`src/rtl/n_bit_adder.sv`:
```
// n_bit_adder: registered N-bit two's-complement adder with carry-in/carry-out.
//
// Operands are captured on a rising clk edge when in_valid is high, and the
// result {co, S} appears one cycle later with out_valid set. When in_valid is
// low, the result registers hold their last value and out_valid drops.
//
// Optional feature, macro N_BIT_ADDER_OVF_EN: adds a registered signed-overflow
// flag (ovf). This flag follows the same reset, capture and hold rules as S.
//
// Ports:
//   clk       rising-edge clock
//   rst_n     asynchronous active-low reset
//   in_valid  operands valid this cycle
//   A, B      N-bit operands (signed two's complement)
//   ci        carry-in, added as unsigned 0/1
//   S         registered sum, low N bits of A+B+ci
//   co        registered unsigned carry-out of bit N-1
//   out_valid S/co/ovf hold a fresh result this cycle
//   ovf       registered signed overflow (only with N_BIT_ADDER_OVF_EN)

module n_bit_adder #(
    parameter int unsigned N = 8
) (
    input  logic         clk,
    input  logic         rst_n,
    input  logic         in_valid,
    input  logic [N-1:0] A,
    input  logic [N-1:0] B,
    input  logic         ci,
    output logic [N-1:0] S,
    output logic         co,
`ifdef N_BIT_ADDER_OVF_EN
    output logic         ovf,
`endif
    output logic         out_valid
);

    logic [N:0]   full_sum;
    logic [N-1:0] sum_d, sum_q;
    logic         co_d, co_q;
    logic         valid_d, valid_q;
`ifdef N_BIT_ADDER_OVF_EN
    logic         ovf_d, ovf_q;
`endif

    always_comb begin
        // Zero-extend to N+1 bits so the top bit is the unsigned carry.
        full_sum = {1'b0, A} + {1'b0, B} + {{N{1'b0}}, ci};
        valid_d  = in_valid;
        // The hold path is selected whenever in_valid is low. This prevents
        // undriven operand bits from reaching the result registers.
        sum_d    = sum_q;
        co_d     = co_q;
`ifdef N_BIT_ADDER_OVF_EN
        ovf_d    = ovf_q;
`endif
        if (in_valid) begin
            sum_d = full_sum[N-1:0];
            co_d  = full_sum[N];
`ifdef N_BIT_ADDER_OVF_EN
            // Signed overflow: operands have the same sign, and the sum sign differs.
            ovf_d = (A[N-1] == B[N-1]) && (full_sum[N-1] != A[N-1]);
`endif
        end
    end

    always_ff @(posedge clk or negedge rst_n) begin
        if (!rst_n) begin
            sum_q   <= '0;
            co_q    <= 1'b0;
            valid_q <= 1'b0;
`ifdef N_BIT_ADDER_OVF_EN
            ovf_q   <= 1'b0;
`endif
        end else begin
            sum_q   <= sum_d;
            co_q    <= co_d;
            valid_q <= valid_d;
`ifdef N_BIT_ADDER_OVF_EN
            ovf_q   <= ovf_d;
`endif
        end
    end

    assign S         = sum_q;
    assign co        = co_q;
    assign out_valid = valid_q;
`ifdef N_BIT_ADDER_OVF_EN
    assign ovf       = ovf_q;
`endif

endmodule

```
`config.mk`:
```
export PLATFORM = sky130hd
export DESIGN_NAME = n_bit_adder
export DESIGN_NICKNAME = d
export VERILOG_FILES = /design/src/rtl/n_bit_adder.sv
export SDC_FILE = /design/constraint.sdc
export NUM_CORES = 1
export LEC_CHECK = 0
export BUFFER_PORTS_ARGS = -buffer_cell sky130_fd_sc_hd__clkbuf_2
export CAP_MARGIN = 5
export CORE_MARGIN = 10
export CORE_UTILIZATION = 40
export CTS_BUF_LIST = sky130_fd_sc_hd__clkbuf_8 sky130_fd_sc_hd__clkbuf_16
export DETAILED_ROUTE_END_ITERATION = 10
export PLACE_DENSITY = 0.68
export SYNTH_ARGS = -nofsm -noshare
export SYNTH_HDL_FRONTEND = slang
export SYNTH_SLANG_ARGS = --single-unit
export TNS_END_PERCENT = 50
```
`constraint.sdc`:
```
create_clock -name clk -period 1 [get_ports clk]
set_input_delay 0.1 -clock clk [delete_from_list [all_inputs] [get_ports clk]]
set_output_delay 0.1 -clock clk [all_outputs]
set_load 0.01 [all_outputs]
```
; Word-level counts from Yosys, hierarchy flattened
; Cells that the tools add are included.
[classes]
n_addsub = 2
[ops]
columns = cell, n
row1 = adder 8 x 8 -> 9 bit, 1
row2 = adder 9 x 1 -> 9 bit, 1
[word_totals]
reg_bits = 10
inputBits = 20

; Logic depth before layout (Yosys ltp)
; Gate-level depths: netlist of run 1.
[logic_depth]
depth_word = 2
ltp_mapped = 6

; Worst setup path after synthesis of run 1
; No wires, ideal clock.
[synth_path]
kind = input -> register
startpoint = in A[0]
endpoint = reg sum_q[6] (netlist: S[6])
slack_ns = -0.747
required_time_ns = 0.867
stages = 6
arrival_time_ns = 1.614
setup_ns = 0.133
path_cell_list = fa_1 fa_1 a211oi_1 o21bai_2 nand4b_1 o211ai_1
[synth_between]
elab_chain_cells = 2
[synth_rtl]
columns = element, line
row1 = from (decl), 27  ; input logic [N-1:0] A,
row2 = adder 8 x 8 -> 9 bit, 48  ; full_sum = {1'b0, A} + {1'b0, B} + {{N{1'b0}}, ci};
row3 = adder 9 x 1 -> 9 bit, 48
row4 = to (signal assigned), 76  ; sum_q <= sum_d;
row5 = to (decl), 39  ; logic [N-1:0] sum_d, sum_q;
; No other way between the ends.
; A chain may end at the register's enable or synchronous reset.

; Worst setup path after layout of run 1
[layout_path]
startpoint = in ci
endpoint = reg co_q (netlist: co)
[layout_between]
elab_chain_cells = 1
[layout_rtl]
columns = element, line
row1 = from (decl), 29  ; input logic ci,
row2 = adder 9 x 1 -> 9 bit, 48
row3 = to (signal assigned), 77  ; co_q <= co_d;
row4 = to (decl), 40  ; logic co_d, co_q;
; No other way between the ends.

==> flow_summary.json, run 1 <==
{
  "path_clk_slew_ns": 0.05,
  "power_frac_comb": 0.365,
  "pin_count": 30,
  "initial_core_util": 0.4280,
  "p_leak_nw": 0.5539,
  "synthTopCellsByArea": "dfrtp_1 34%, ha_1 12%, fa_1 5.4%, a21oi_1 4.0%, o21ai_0 4.0%",
  "first_iter_violations": 9,
  "cp.required_ns": 1.11,
  "slew_viol_final": 0,
  "grt_max_degree": 23,
  "gp_congestion": 0.7770,
  "gr-total-overflow": 0,
  "reg2reg_slack_ns": 0.17,
  "worstHoldPathType": "input port to flip-flop",
  "power_density_nw_per_um2": 1401,
  "synth_seq_cells": 10,
  "syn_area_per_cell_um2": 10.09,
  "nNetsFinal": 149,
  "ys_types": 28,
  "crit_type": "input port to flip-flop",
  "r2r-start": "S[5]",
  "yosysTopAreaCellShare": 0.3350,
  "holdPathStages": 1,
  "ant_nets": 0,
  "core_um2": 1745,
  "drt_first_pass_iters": 4,
  "setup_viol": 8,
  "place_ws_ns": -0.7058,
  "antenna_found_initial": 0,
  "ys_seq_area_frac": 0.3350,
  "ys_warn_count": 0,
  "fin_crit_sh": 1.403,
  "area_growth_pct": 52.26,
  "synth_nets": 103,
  "rows": 15,
  "netSwitchingPower_mw": 0.4728,
  "numPortBuffers": 29,
  "worstHoldStart": "in_valid",
  "start_kind": "input port",
  "htree_levels": 1,
  "cp-end-kind": "flip-flop",
  "clk_latency_ns": 0.23,
  "crit_path_max_fanout": 3,
  "drt-vias-per-instance": 4.951,
  "timing.rr.end": "S[5]",
  "min_period_ns": 1.403,
  "outcome": "finished, violations left",
  "switching_share": 0.2967,
  "cts_tree": "yes",
  "ir_drop_uv": 626.8,
  "min_to": "out_valid",
  "max_clock_freq_ghz": 0.7127,
  "hold_violations": 0,
  "internal_power_mw": 1.121,
  "cts_buffers": 3,
  "path_cells": "buf_6 -> fa_2 -> fa_2 -> a211oi_4 -> o21bai_2 -> o21ai_1 -> a21oi_1",
  "dr_total_vias": 713,
  "clockBufferDepth": 2,
  "grt_pass1_vias": 778,
  "n_antenna_cell": 0,
  "clock_power_share": 0.314,
  "path_common_cell": "fa_2",
  "dieHeight_um": 63.22,
  "cp.arrival_ns": 1.52,
  "instances_no_fill": 144,
  "grt_use_total": 0.1016,
  "slowest_stage": "fa_2",
  "drc": 0,
  "rsz0062_at_grt": "yes",
  "cp_num_buf_inv": 1,
  "grt_pass1_wl_mm": 3.429,
  "drive_gt1_frac": 0.5126,
  "die_x_um": 63.22,
  "finClkSkew_ns": 0,
  "critPathLaunch": "ci",
  "crit_family": "adder cells",
  "violations": "setup timing",
  "setup_tns_ns": -2.522,
  "avgRoutedWirePerCell_um": 13.09,
  "max_slew.worst_pin.slew_ns": 0.3927,
  "wl_mm": 1.885,
  "rr_worst_depth": 3,
  "cpPeakStageDelay_ns": 0.40,
  "max_cap_violations": 0,
  "slew_headroom": 0.7382,
  "cts_root_buf": "clkbuf_8",
  "die_area_um2": 3996,
  "seqPwrFrac": 0.321,
  "netlist_instances": 74,
  "dp_cells": 137,
  "synthesis.area_um2": 747.0,
  "yosysTopAreaCell": "dfrtp_1",
  "cts.sinks": 10,
  "dp_hpwl_mm": 1.608,
  "worst_slack_ns": -0.4030
}
## logic make-up (layout without fill, tap and decap cells)
| family | after synthesis | count (layout) | synth area share |
|---|---|---|---|
| compound gates | 27 | 27 | 0.2512 |
| xor+xnor | 2 | 2 | 0.02345 |
| fa+ha+maj | 9 | 9 | 0.1709 |
| buf+inv | 6 | 51 | 0.03517 |
| flops | 10 | 10 | 0.3350 |
| mux | 5 | 5 | 0.07202 |
| simple gates | 15 | 15 | 0.1122 |
## metrics by stage
step | hold slack (ns) | total power, mW | util | area (um2)
6_report | 0.2639 | 1.594 | 0.6516 | 1137
5_1_grt | 0.2818 | 1.699 | 0.6516 | 1137
4_1_cts | 0.2652 | 1.587 | 0.6358 | 1110
3_5_place_dp | -0.02231 | 1.058 | 0.5828 | 1017
3_3_place_gp | -0.02439 | 1.043 | 0.5828 | 1017
2_1_floorplan | -0.1956 | 0.8270 | - | 765.7
## registers in the layout, indices dropped and copies added, names as in the netlist
signal     flops
S              8
out_valid      1
co             1
## synthesized netlist by cell type
cell and number:
o21ai_0 6, nand2_1 3, mux2_2 1, ha_1 7, o21ai_2 2, xor2_1 1, fa_1 2, nand4b_1 2
nand3b_1 2, o22ai_1 2, xnor2_1 1, o211ai_1 2, a211oi_1 3, o21bai_2 1, o21ai_1 1, a21oi_1 6
nor2b_1 2, nor2_1 4, dfrtp_1 10, mux2i_1 2, nor3b_1 1, a211oi_2 1, mux2_1 2, nand3_1 1
buf_2 3, o32ai_2 1, a21o_1 2, inv_1 3
## layer usage
layer  vias up  global-route usage  part of all wire
met5         -                   0                 0
met4         0             0.05738             0.014
met3         2             0.01413             0.029
met2        13              0.1726              0.52
met1       331              0.1187              0.44
li1        367                   -                 -
## worst max path at each step
stage	endpoint	cells past startpoint	slack [ns]
final	co	7	-0.40
after global routing	S[6]	7	-0.50
after CTS	S[6]	7	-0.46
after detailed placement	S[6]	7	-0.71
after global placement	co	7	-0.65
after floorplan	co	6	-0.52
## final cells by class
class / instances / area, um2
tap: 25 / 31.28
fill: 161 / 608.1
inverter: 3 / 11.26
clock buffer: 4 / 55.05
sequential: 10 / 250.2
timing repair buffer: 44 / 270.3
multi-input combinational: 58 / 519.2
## power groups by stage
stage	clock network [mW]	logic, mW	registers, mW
floorplan	0	0.278	0.549
global placement	0	0.526	0.517
detailed placement	0	0.539	0.518
CTS	0.504	0.570	0.513
global route	0.531	0.645	0.523
finish	0.501	0.581	0.512
## placed cells by master (no fill, tap or decap)
| cell | n |
|---|---|
| nor2b_1 | 2 |
| buf_6 | 2 |
| a211oi_2 | 2 |
| nand2_1 | 3 |
| fa_2 | 2 |
| clkbuf_2 | 28 |
| o21ai_0 | 6 |
| xor2_1 | 1 |
| dfrtp_1 | 10 |
| a21o_1 | 2 |
| nor3b_1 | 1 |
| mux2i_1 | 2 |
| mux2_2 | 1 |
| o32ai_2 | 1 |
| a211oi_4 | 2 |
| inv_1 | 3 |
| o21ai_2 | 2 |
| nand4b_1 | 2 |
| o22ai_1 | 2 |
| nand3_1 | 1 |
| mux2_1 | 1 |
| o21bai_2 | 1 |
| o21ai_1 | 1 |
| nand3b_1 | 2 |
| a21oi_1 | 6 |
| clkbuf_8 | 4 |
| nor2_2 | 1 |
| o211ai_1 | 2 |
| nor2_1 | 3 |
| xnor2_2 | 1 |
| ha_1 | 7 |
| mux2_4 | 1 |
| buf_4 | 13 |
| dlygate4sd3_1 | 1 |
## what timing repair did
| action | in CTS | in global routing |
|---|---|---|
| gates resized for setup | 3 | 5 |
| pin swaps | 9 | 7 |
| setup endpoints to repair | 8 | 8 |
| hold buffers | 1 | 0 |
| endpoints found under the hold margin | 10 | 0 |
| buffers inserted | 1 | 2 |
| gates cloned | 0 | 0 |
No activity file was read; power rests on OpenSTA's default activity.
==> run 2, diff against run 1 <==
CORE_MARGIN = default   (was 10)
==> run 2 against run 1 <==
The flow still finishes with violations (setup timing). Cell count is 2.8% lower. Clock power increased by 3%. Die area decreased by 49%. Global-route usage up 7.6 points. Sequential share of layout area is 0.67 points higher. Worst setup slack got worse by 0.011 ns. Cell area down 3.0%. Highest routed layer unchanged. Via count decreased by 0.84%. Worst hold slack got worse by 0.0051 ns.
==> flow_summary.json, run 2 (synthesis results as in run 1) <==
{
  "fin_crit_sh": 1.414,
  "crit_type": "input port to flip-flop",
  "path_common_cell": "fa_2",
  "htree_levels": 1,
  "drive_gt1_frac": 0.5043,
  "finClkSkew_ns": 0,
  "max_clock_freq_ghz": 0.7071,
  "rows": 15,
  "setup_viol": 8,
  "die_x_um": 45.22,
  "cts_root_buf": "clkbuf_8",
  "dp_cells": 135,
  "nNetsFinal": 145,
  "min_period_ns": 1.414,
  "slew_headroom": 0.7065,
  "p_leak_nw": 0.5329,
  "initial_core_util": 0.4280,
  "power_density_nw_per_um2": 1436,
  "dpl_cell_area_um2": 1002,
  "worstHoldPathType": "input port to async pin",
  "violations": "setup timing",
  "n_antenna_cell": 0,
  "final_area_um2": 1104,
  "cts_buffers": 3,
  "dr_total_vias": 707,
  "utilization": 0.6323,
  "place_ws_ns": -0.6728,
  "drc": 0,
  "cpPeakStageDelay_ns": 0.41,
  "avgRoutedWirePerCell_um": 11.65,
  "slew_viol_final": 0,
  "core_um2": 1745,
  "dp_hpwl_mm": 1.284,
  "instances_no_fill": 140,
  "drt_first_pass_iters": 4,
  "ant_nets": 0,
  "gp_congestion": 0.7657,
  "start_kind": "input port",
  "largest_reg_flops": 8,
  "max_slew.worst_pin.slew_ns": 0.4402,
  "timing.hold.ws_ns": 0.2589,
  "gr-total-overflow": 0,
  "first_iter_violations": 21,
  "clk_latency_ns": 0.24,
  "pin_count": 30,
  "layout_common_cells": "28 x clkbuf_2, 10 x dfrtp_1, 9 x buf_4, 7 x ha_1",
  "hold_violations": 0,
  "cp-end-kind": "flip-flop",
  "worst_slack_ns": -0.4143,
  "drt-vias-per-instance": 5.050,
  "numPortBuffers": 29,
  "outcome": "finished, violations left",
  "setup_tns_ns": -2.250,
  "total_power_mw": 1.584,
  "rsz0062_at_grt": "yes",
  "cts.sinks": 10,
  "slowest_stage": "fa_2",
  "grt_pass1_wl_mm": 2.628,
  "cp.arrival_ns": 1.53,
  "grt_use_total": 0.1778,
  "path_cells": "buf_6 -> fa_2 -> fa_2 -> a211oi_2 -> o21bai_2 -> nand4b_1 -> o211ai_1",
  "antenna_found_initial": 0,
  "path_clk_slew_ns": 0.05,
  "cts_tree": "yes",
  "cp.required_ns": 1.12,
  "ir_drop_uv": 662.4,
  "crit_family": "adder cells",
  "dieHeight_um": 45.22,
  "final_common_cell": "clkbuf_2",
  "wl_mm": 1.631,
  "cp_num_buf_inv": 1,
  "max_cap_violations": 0,
  "area_growth_pct": 47.74,
  "crit_path_max_fanout": 3,
  "grt_pass1_vias": 661,
  "die_area_um2": 2044,
  "clockBufferDepth": 2,
  "grt_max_degree": 23
}
==> run 2: power breakdown <==
group / switching (mW) / leakage, nW / internal [mW]
Combinational: 0.272 / 0.387 / 0.286
Sequential: 0.0347 / 0.117 / 0.476
Clock: 0.169 / 0.0288 / 0.347
==> run 2: routing by layer <==
layer,track usage,vias to the layer above,wire length (um)
met5,0,-,0
met4,0.07879,0,20
met3,0.02800,2,86
met2,0.2928,19,813
met1,0.2283,326,712
li1,-,360,-
==> run 2: final cells by class <==
cell class,count,area (um2)
multi-input combinational,58,515.5
sequential,10,250.2
clock buffer,4,55.05
tap,25,31.28
inverter,3,11.26
fill,153,641.9
timing repair buffer,40,240.2
==> run 2: final timing paths <==
path / cells past startpoint / from / slack (ns) / to
setup / recovery: 7 / ci / -0.41 / S[6]
hold / removal: 2 / rst_n / 0.26 / S[7]
setup reg to reg: 3 / S[5] / 0.15 / S[5]
hold reg to reg: 1 / S[0] / 0.50 / S[0]
max in group asynchronous: 2 / rst_n / 0.53 / S[1]
min in group clk: 3 / ci / 0.27 / S[0]
==> run 2: timing repair <==
item                                   4_1_cts  5_1_grt
endpoints found under the hold margin       10        0
pin swaps                                    9        6
setup endpoints to repair                    8        8
buffers inserted                             1        0
hold buffers                                 1        0
gates resized for setup                      5        4
